`src/rtl/tick_gen.sv`:
```
// tick_gen: cascaded programmable tick divider with shadowed, glitch-free divisor reload.
// Define TICK_GEN_FRAC_EN to build the stage-0 fractional period accumulator.
module tick_gen #(
  parameter int STAGES = 3,
  parameter int CNT_W  = 24,
  parameter int FRAC_W = 8
) (
  input  logic                    i_clk,
  input  logic                    i_reset_n,
  input  logic                    i_en,
  input  logic                    i_clear,
  input  logic                    i_load,
  input  logic [STAGES*CNT_W-1:0] i_div,
  input  logic [FRAC_W-1:0]       i_frac,
  output logic [STAGES-1:0]       o_tick,
  output logic                    o_load_done
);

  localparam logic [CNT_W-1:0] DIV_RST = CNT_W'(2);

  logic [CNT_W-1:0]  cnt_q     [STAGES];
  logic [CNT_W-1:0]  act_div_q [STAGES];
  logic [CNT_W-1:0]  shd_div_q [STAGES];
  logic [CNT_W-1:0]  term      [STAGES];
  logic [STAGES-1:0] tick_q;
  logic [STAGES-1:0] pend_q;
  logic [STAGES-1:0] pend_d;
  logic [STAGES-1:0] ev_src;
  logic [STAGES-1:0] ev;
  logic [STAGES-1:0] wrap;
  logic [STAGES-1:0] adopt;
  logic              load_done_q;
  logic              extend;

  // Stage 0 counts every enabled cycle; each later stage counts the previous stage's tick.
  assign ev_src = STAGES'({tick_q, 1'b1});

  always_comb begin
    ev    = '0;
    wrap  = '0;
    adopt = '0;
    for (int k = 0; k < STAGES; k++) begin
      term[k] = (act_div_q[k] < DIV_RST) ? '0 : act_div_q[k] - CNT_W'(1);
      ev[k]   = i_en & ev_src[k];
    end
    term[0] = term[0] + CNT_W'(extend);
    for (int k = 0; k < STAGES; k++) begin
      wrap[k]  = ev[k] & (cnt_q[k] == term[k]);
      // An idle stage sitting at zero may switch divisor without disturbing its period.
      adopt[k] = i_en & pend_q[k] & (wrap[k] | ((cnt_q[k] == '0) & ~ev[k]));
    end
  end

  assign pend_d = i_load ? '1 : (pend_q & ~adopt);

  always_ff @(posedge i_clk or negedge i_reset_n) begin
    if (!i_reset_n) begin
      tick_q      <= '0;
      pend_q      <= '0;
      load_done_q <= 1'b0;
      for (int k = 0; k < STAGES; k++) begin
        cnt_q[k]     <= '0;
        act_div_q[k] <= DIV_RST;
        shd_div_q[k] <= DIV_RST;
      end
    end else if (i_clear) begin
      tick_q      <= '0;
      pend_q      <= '0;
      load_done_q <= (|pend_q) | i_load;
      for (int k = 0; k < STAGES; k++) begin
        cnt_q[k] <= '0;
        if (i_load) begin
          act_div_q[k] <= i_div[k*CNT_W +: CNT_W];
          shd_div_q[k] <= i_div[k*CNT_W +: CNT_W];
        end else begin
          act_div_q[k] <= shd_div_q[k];
        end
      end
    end else begin
      if (i_en) tick_q <= wrap;
      pend_q      <= pend_d;
      // A reload landing while flags are still pending suppresses the pulse.
      load_done_q <= (|pend_q) & ~(|pend_d);
      for (int k = 0; k < STAGES; k++) begin
        if (ev[k]) cnt_q[k] <= wrap[k] ? '0 : cnt_q[k] + CNT_W'(1);
        if (adopt[k]) act_div_q[k] <= shd_div_q[k];
        if (i_load) shd_div_q[k] <= i_div[k*CNT_W +: CNT_W];
      end
    end
  end

`ifdef TICK_GEN_FRAC_EN
  logic [FRAC_W-1:0] act_frac_q;
  logic [FRAC_W-1:0] shd_frac_q;
  logic [FRAC_W-1:0] acc_q;
  logic              ext_q;

  // A carry out of the accumulator stretches the following stage-0 period by one cycle.
  always_ff @(posedge i_clk or negedge i_reset_n) begin
    if (!i_reset_n) begin
      act_frac_q <= '0;
      shd_frac_q <= '0;
      acc_q      <= '0;
      ext_q      <= 1'b0;
    end else if (i_clear) begin
      acc_q <= '0;
      ext_q <= 1'b0;
      if (i_load) begin
        act_frac_q <= i_frac;
        shd_frac_q <= i_frac;
      end else begin
        act_frac_q <= shd_frac_q;
      end
    end else begin
      if (wrap[0]) {ext_q, acc_q} <= {1'b0, acc_q} + {1'b0, act_frac_q};
      if (adopt[0]) act_frac_q <= shd_frac_q;
      if (i_load) shd_frac_q <= i_frac;
    end
  end

  assign extend = ext_q;
`else
  logic unused_frac;
  assign unused_frac = ^i_frac;
  assign extend      = 1'b0;
`endif

  assign o_tick      = tick_q & {STAGES{i_en}};
  assign o_load_done = load_done_q;

endmodule
```
`config.mk`:
```
export PLATFORM = sky130hd
export DESIGN_NAME = tick_gen
export DESIGN_NICKNAME = d
export VERILOG_FILES = /design/src/rtl/tick_gen.sv
export SDC_FILE = /design/constraint.sdc
export NUM_CORES = 1
export LEC_CHECK = 0
export ABC_AREA = 1
export CORE_MARGIN = 2
export CORE_UTILIZATION = 30
export CTS_BUF_LIST = sky130_fd_sc_hd__clkbuf_8
export CTS_CLUSTER_SIZE = 12
export DETAILED_ROUTE_END_ITERATION = 6
export DONT_BUFFER_PORTS = 1
export PLACE_DENSITY = 0.42
export SYNTH_ARGS = -nofsm -noshare
export SYNTH_HDL_FRONTEND = slang
export SYNTH_SLANG_ARGS = --single-unit
```
`constraint.sdc`:
```
create_clock -name i_clk -period 3.53 [get_ports i_clk]
set_input_delay 0.706 -clock i_clk [delete_from_list [all_inputs] [get_ports i_clk]]
set_output_delay 0.706 -clock i_clk [all_outputs]
set_load 0.01 [all_outputs]
```
# Yosys cells after proc, flatten, opt, wreduce, memory -nomap -nowiden
# Cells that the tools add are included.
dict set report word_totals {
  reg_bits 223
  inputBits 85
  output_inout_bits 4
  wordCells 83
}
dict set report op_classes {
  n_addsub 6
  order_cmp 3
  n_eq_ne 3
  mux 22
  bitwise 26
  reduce_logical 11
}
# cell count
set ops {}
lappend ops {{$mux 24} 15}
lappend ops {{$mux 72} 2}
lappend ops {{$add 24x1->24 const B} 3}
lappend ops {{$eq 24x24->1} 3}
lappend ops {{$logic_not 24->1} 3}
lappend ops {{$lt 24x2->1 const B} 3}
lappend ops {{$sub 24x1->24 const B} 3}
lappend ops {{$and 1x1->1} 15}
lappend ops {{$mux 3} 4}
lappend ops {{$reduce_bool 2->1} 6}
lappend ops {{$and 3x3->3} 2}
lappend ops {{$reduce_or 3->1} 2}
lappend ops {{$not 1->1} 4}
lappend ops {{$or 1x1->1} 4}
lappend ops {{$not 3->3} 1}
lappend ops {{$mux 1} 1}

# Logic depth before layout (Yosys ltp)
dict set report logic_depth {
  word_depth 13
  mapped_depth 20
  ltp_nobuf 19
}

# Worst setup path after synthesis
# Ideal clock, no wire load.
dict set report synth_path {
  kind {register -> register}
  from {reg act_div_q[1] in the netlist's numbering}
  to {reg act_div_q[13] in the netlist's numbering}
  setup_time_ps 125
  arrival_time_ps 2247
  required_ps 3405
  slack_ps 1158
  path_stages_with_launch 16
  n_path_buf 1
  period_less_slack_ps 2372
  cell_sequence {dfstp_2 > inv_1 > ha_1 > nand2_1 > nor2_1 > xor2_1 > nand2_1 > xor2_1 > nand3_1 > nor2_1 > nand2_1 > o21ai_4 > nand2_4 > buf_6 > nand3_1 > nand3_1}
}
dict set report synth_between {
  elab_chain_len 7
  elab_cells_between_ends 8
  classes_between {1 x add/sub; 1 x order compare; 1 x eq/ne; 1 x mux; 3 x bitwise; 1 x reduce/logical}
}
# item line
set synth_lines {}
lappend synth_lines {{start: declaration} 22} ;# logic [CNT_W-1:0] act_div_q [STAGES];
lappend synth_lines {{start signal: indexed assignment} 73} ;# act_div_q[k] <= i_div[k*CNT_W +: CNT_W];
lappend synth_lines {{start signal: indexed assignment} 76} ;# act_div_q[k] <= shd_div_q[k];
lappend synth_lines {{start signal: indexed assignment} 86} ;# if (adopt[k]) act_div_q[k] <= shd_div_q[k];
lappend synth_lines {{$sub 24x1->24 or $lt 24x2->1 (tied branches)} 43} ;# term[k] = (act_div_q[k] < DIV_RST) ? '0 : act_div_q[k] - CNT_W'(1);
lappend synth_lines {{$mux 24 *} 43}
lappend synth_lines {{$eq 24x24->1 *} 48} ;# wrap[k] = ev[k] & (cnt_q[k] == term[k]);
lappend synth_lines {{$and 1x1->1 *} 48}
lappend synth_lines {{$or 1x1->1 *} 50} ;# adopt[k] = i_en & pend_q[k] & (wrap[k] | ((cnt_q[k] == '0) & ~ev[k]));
lappend synth_lines {{$and 1x1->1 *} 50}
lappend synth_lines {{$reduce_bool 2->1 (no source line) *} n/a}
# Every way passes the cells marked *; elsewhere a longest branch is shown, timed or not.
# A chain may end at the register's enable or synchronous reset.

# Worst setup path in the final report
dict set report layout_path {
  from {reg act_div_q[24] in the netlist's numbering}
  to {reg act_div_q[42] in the netlist's numbering}
}
# Same word-level chain as after synthesis.

==> results.json <==
{
  "cts_max_path_buffers": 3,
  "synth_edf_count": 0,
  "num_rows": 78,
  "synthMuxAreaShare": 0,
  "critPathMaxFanout": 12,
  "syn_area_per_cell_um2": 7.188,
  "ant_nets": 0,
  "crit_cells": 18,
  "syn_to_final_growth_pct": 11.08,
  "grt_max_degree": 224,
  "critPathMostFrequentCell": "nand2_1",
  "final.min_clock_period_ns": 3.116,
  "remaining_drc_errors": 0,
  "start_util": 0.3038,
  "ctsHtreeMaxLevel": 2,
  "yosys_warnings": 0,
  "finClkSkew_ns": 0.02992,
  "drive_gt1_frac": 0.06362,
  "finalSetupViolations": 0,
  "synthTopCellsByArea": "dfrtp_1 (39%), nand2_1 (16%), nand3_1 (8.5%)",
  "yosys.area.top_type": "dfrtp_1",
  "vias_per_cell": 5.003,
  "worstPathArrival_ns": 3.65,
  "regArea_mm2": 0.005588,
  "cts_tree": "done",
  "ys_ff_latch": 223,
  "violations": "negative hold slack",
  "yosys-top-cells-count": "nand2_1 (587), nand3_1 (234), dfrtp_1 (217)",
  "worstReg2RegStart": "act_div_q[24]",
  "synth_top_family_by_area": "simple AND/OR/NAND/NOR gates",
  "ff2ff_setup_slack_ns": 0.41,
  "synth_most_common_cell": "nand2_1",
  "grt.overflow.total": 0,
  "worstReg2RegEnd": "act_div_q[42]",
  "ys_async_sr_fraction": 1.000,
  "ys.flop_type": "dfrtp_1",
  "num_io_pins": 89,
  "place_congestion": 0.8357,
  "synth.cell_area_mm2": 0.01379,
  "drtIter0Drc": 868,
  "report.final.hold_viol_count": 217,
  "fmax_mhz": 320.9,
  "cts_made_buffers": 46,
  "die_area_mm2": 0.04769,
  "layout.nets": 2009,
  "status": "complete, but fails checks",
  "synth_cells": 1918,
  "grt_pass1_vias": 12710,
  "peakVddDrop_mv": 0.2296,
  "worst_pin_slew_ns": 0.8980,
  "relSlewSlack": 0.3999,
  "antenna_found_initial": 0,
  "clock_latency_ns": 0.63,
  "setup_tns_ns": 0,
  "ys_seq_area_frac": 0.4053,
  "crit_chain": "inv_1 > ha_1 > nand2_1 > nor2_4 > nand2_1 > o21ai_1 > nand3_1 > nand2_1 > nand2_1 > nor2_1 > nand2_1 > nor2_1 > nand2_1 > nand2_2 > nand2_4 > nor2_4 > nand2_1 > o211ai_1",
  "track_usage": 0.1868,
  "die_height_um": 218.4,
  "diodes": 0,
  "crit_type": "flip-flop to flip-flop",
  "yosys.area_share.xor_xnor": 0.05844,
  "maxCapViolations": 0,
  "p_leak_uw": 0.007086,
  "cp-startpoint": "act_div_q[24]",
  "drt_pre_antenna_iters": 5,
  "worst_setup_path_start_kind": "flip-flop",
  "dp_hpwl_mm": 29.68,
  "hold_path_class": "input port to async pin",
  "coreArea_mm2": 0.04538,
  "p_per_area_mw_per_mm2": 444.4,
  "synth_fa_ha_area_frac": 0.008168,
  "period_share": 0.8827,
  "multi_input_area_mm2": 0.007077,
  "vias": 12750,
  "worst_setup_path_end_kind": "flip-flop",
  "maxSlewViolCount": 0,
  "clk_pin_slew_worst_paths_ns": 0.06,
  "synth-simple-area-share": 0.3629,
  "hold_slack_ns": -0.2107,
  "die_w_um": 218.4,
  "cts-root-buf": "clkbuf_8",
  "io_buffers": 0,
  "cp_num_buf_inv": 1,
  "reg2reg_depth": 18,
  "wirelength_mm": 43.66,
  "rsz0062_at_grt": "no",
  "final_util": 0.3375,
  "slowest_delay_ns": 0.37,
  "post_cts_buffers": 0,
  "critPathTopFamily": "simple AND/OR/NAND/NOR gates",
  "cts.sinks": 223,
  "synth_compound_area_frac": 0.08240,
  "grt_pass1_wl_mm": 70.86,
  "wl_per_cell_um": 17.13,
  "synth.net_count": 2012,
  "nFillCells": 4924,
  "yosys.area.top_type_share": 0.3939,
  "cp_slowest_cell": "nor2_4",
  "required_ns": 4.07,
  "synth.distinct_cells": 40
}
layout make-up:
class / instances / share of cell area
Clock buffer: 53 / 0.04763
Clock inverter: 29 / 0.01340
Inverter: 204 / 0.05008
Multi-Input combinational cell: 1417 / 0.4621
Sequential cell: 223 / 0.3649
Tap cell: 600 / 0.04902
Timing Repair Buffer: 23 / 0.01291
cell families (layout without fill, tap and decap cells):
family,after synthesis,count (layout)
and+or+nand+nor,1133,1134
buffers and inverters,279,309
DFF,223,223
AOI/OAI and AO/OA,182,182
xor gates and xnor gates,92,92
adders and majority gates,9,9
worst reg2reg max path: cells and delay by family, from the launching register on:
kind | cells | cell delay, ns
fa+ha+maj | 1 | 0.24
compound gates | 2 | 0.22
flops | 1 | 0.35
buf+inv | 1 | 0.20
simple gates | 14 | 2.03
where the power goes:
part / switching, uW / internal, uW / leakage, uW / total (uW)
clock network: 1260 / 1590 / 0.000556 / 2840
registers: 176 / 2750 / 0.00286 / 2920
logic: 677 / 362 / 0.00367 / 1040
total: 2110 / 4700 / 0.00709 / 6810
worst max path at each step:
| stage | slack [ns] | to |
|---|---|---|
| after floorplan | 1.16 | act_div_q[13] |
| after global placement | 0.35 | act_div_q[28] |
| after detailed placement | 0.33 | act_div_q[41] |
| after CTS | 0.30 | act_div_q[38] |
| after global routing | 0.04 | act_div_q[58] |
| final | 0.41 | act_div_q[42] |
metal layers:
metal | global-route usage | wire length (um) | part of all wire
met1 | 0.2662 | 21470 | 0.49
met2 | 0.2912 | 19500 | 0.45
met3 | 0.03243 | 1812 | 0.042
met4 | 0.04830 | 872 | 0.020
met5 | 0 | 0 | 0
placed cells by master (no fill, tap or decap), drive strengths merged:
| cell | count |
|---|---|
| nand2 | 591 |
| nand3 | 240 |
| inv | 224 |
| dfrtp | 217 |
| nor2 | 168 |
| xor2 | 89 |
| nand4 | 81 |
| o21ai | 80 |
| clkbuf | 53 |
| o211ai | 42 |
| nor3 | 28 |
| o22ai | 24 |
| buf | 23 |
| nand3b | 15 |
| a21oi | 13 |
| o32ai | 13 |
| nor4 | 9 |
| ha | 9 |
| dfstp | 6 |
| clkinv | 6 |
| o21bai | 3 |
| xnor2 | 3 |
| o31ai | 3 |
| bufinv | 3 |
| o2111ai | 2 |
| and2 | 1 |
| or2 | 1 |
| a211o | 1 |
| a22o | 1 |
registers in the layout (all words and copies together) (netlist names):
| name | count |
|---|---|
| pend_q | 3 |
| o_load_done | 1 |
| tick_q | 3 |
| act_div_q | 72 |
| cnt_q | 72 |
| shd_div_q | 72 |
timing repair:
item | in CTS | in global routing
setup endpoints to repair | 0 | 16
resized for setup | 0 | 2
hold endpoints to repair | 223 | 221
per-stage QoR:
stage	setup slack [ns]	instances	hold WS, ns	cell area (um2)	total power (uW)
6_report	0.4142	2549	-0.2107	15310	6805
5_1_grt	0.03562	2549	-0.2596	15310	7241
4_1_cts	0.2980	2548	-0.2563	15300	6936
3_5_place_dp	0.3304	2466	0.4216	14360	4008
3_3_place_gp	0.3515	2466	0.4220	14360	3999
2_1_floorplan	1.158	1918	0.4104	13790	3728
Power figures use the tool's default switching activity.
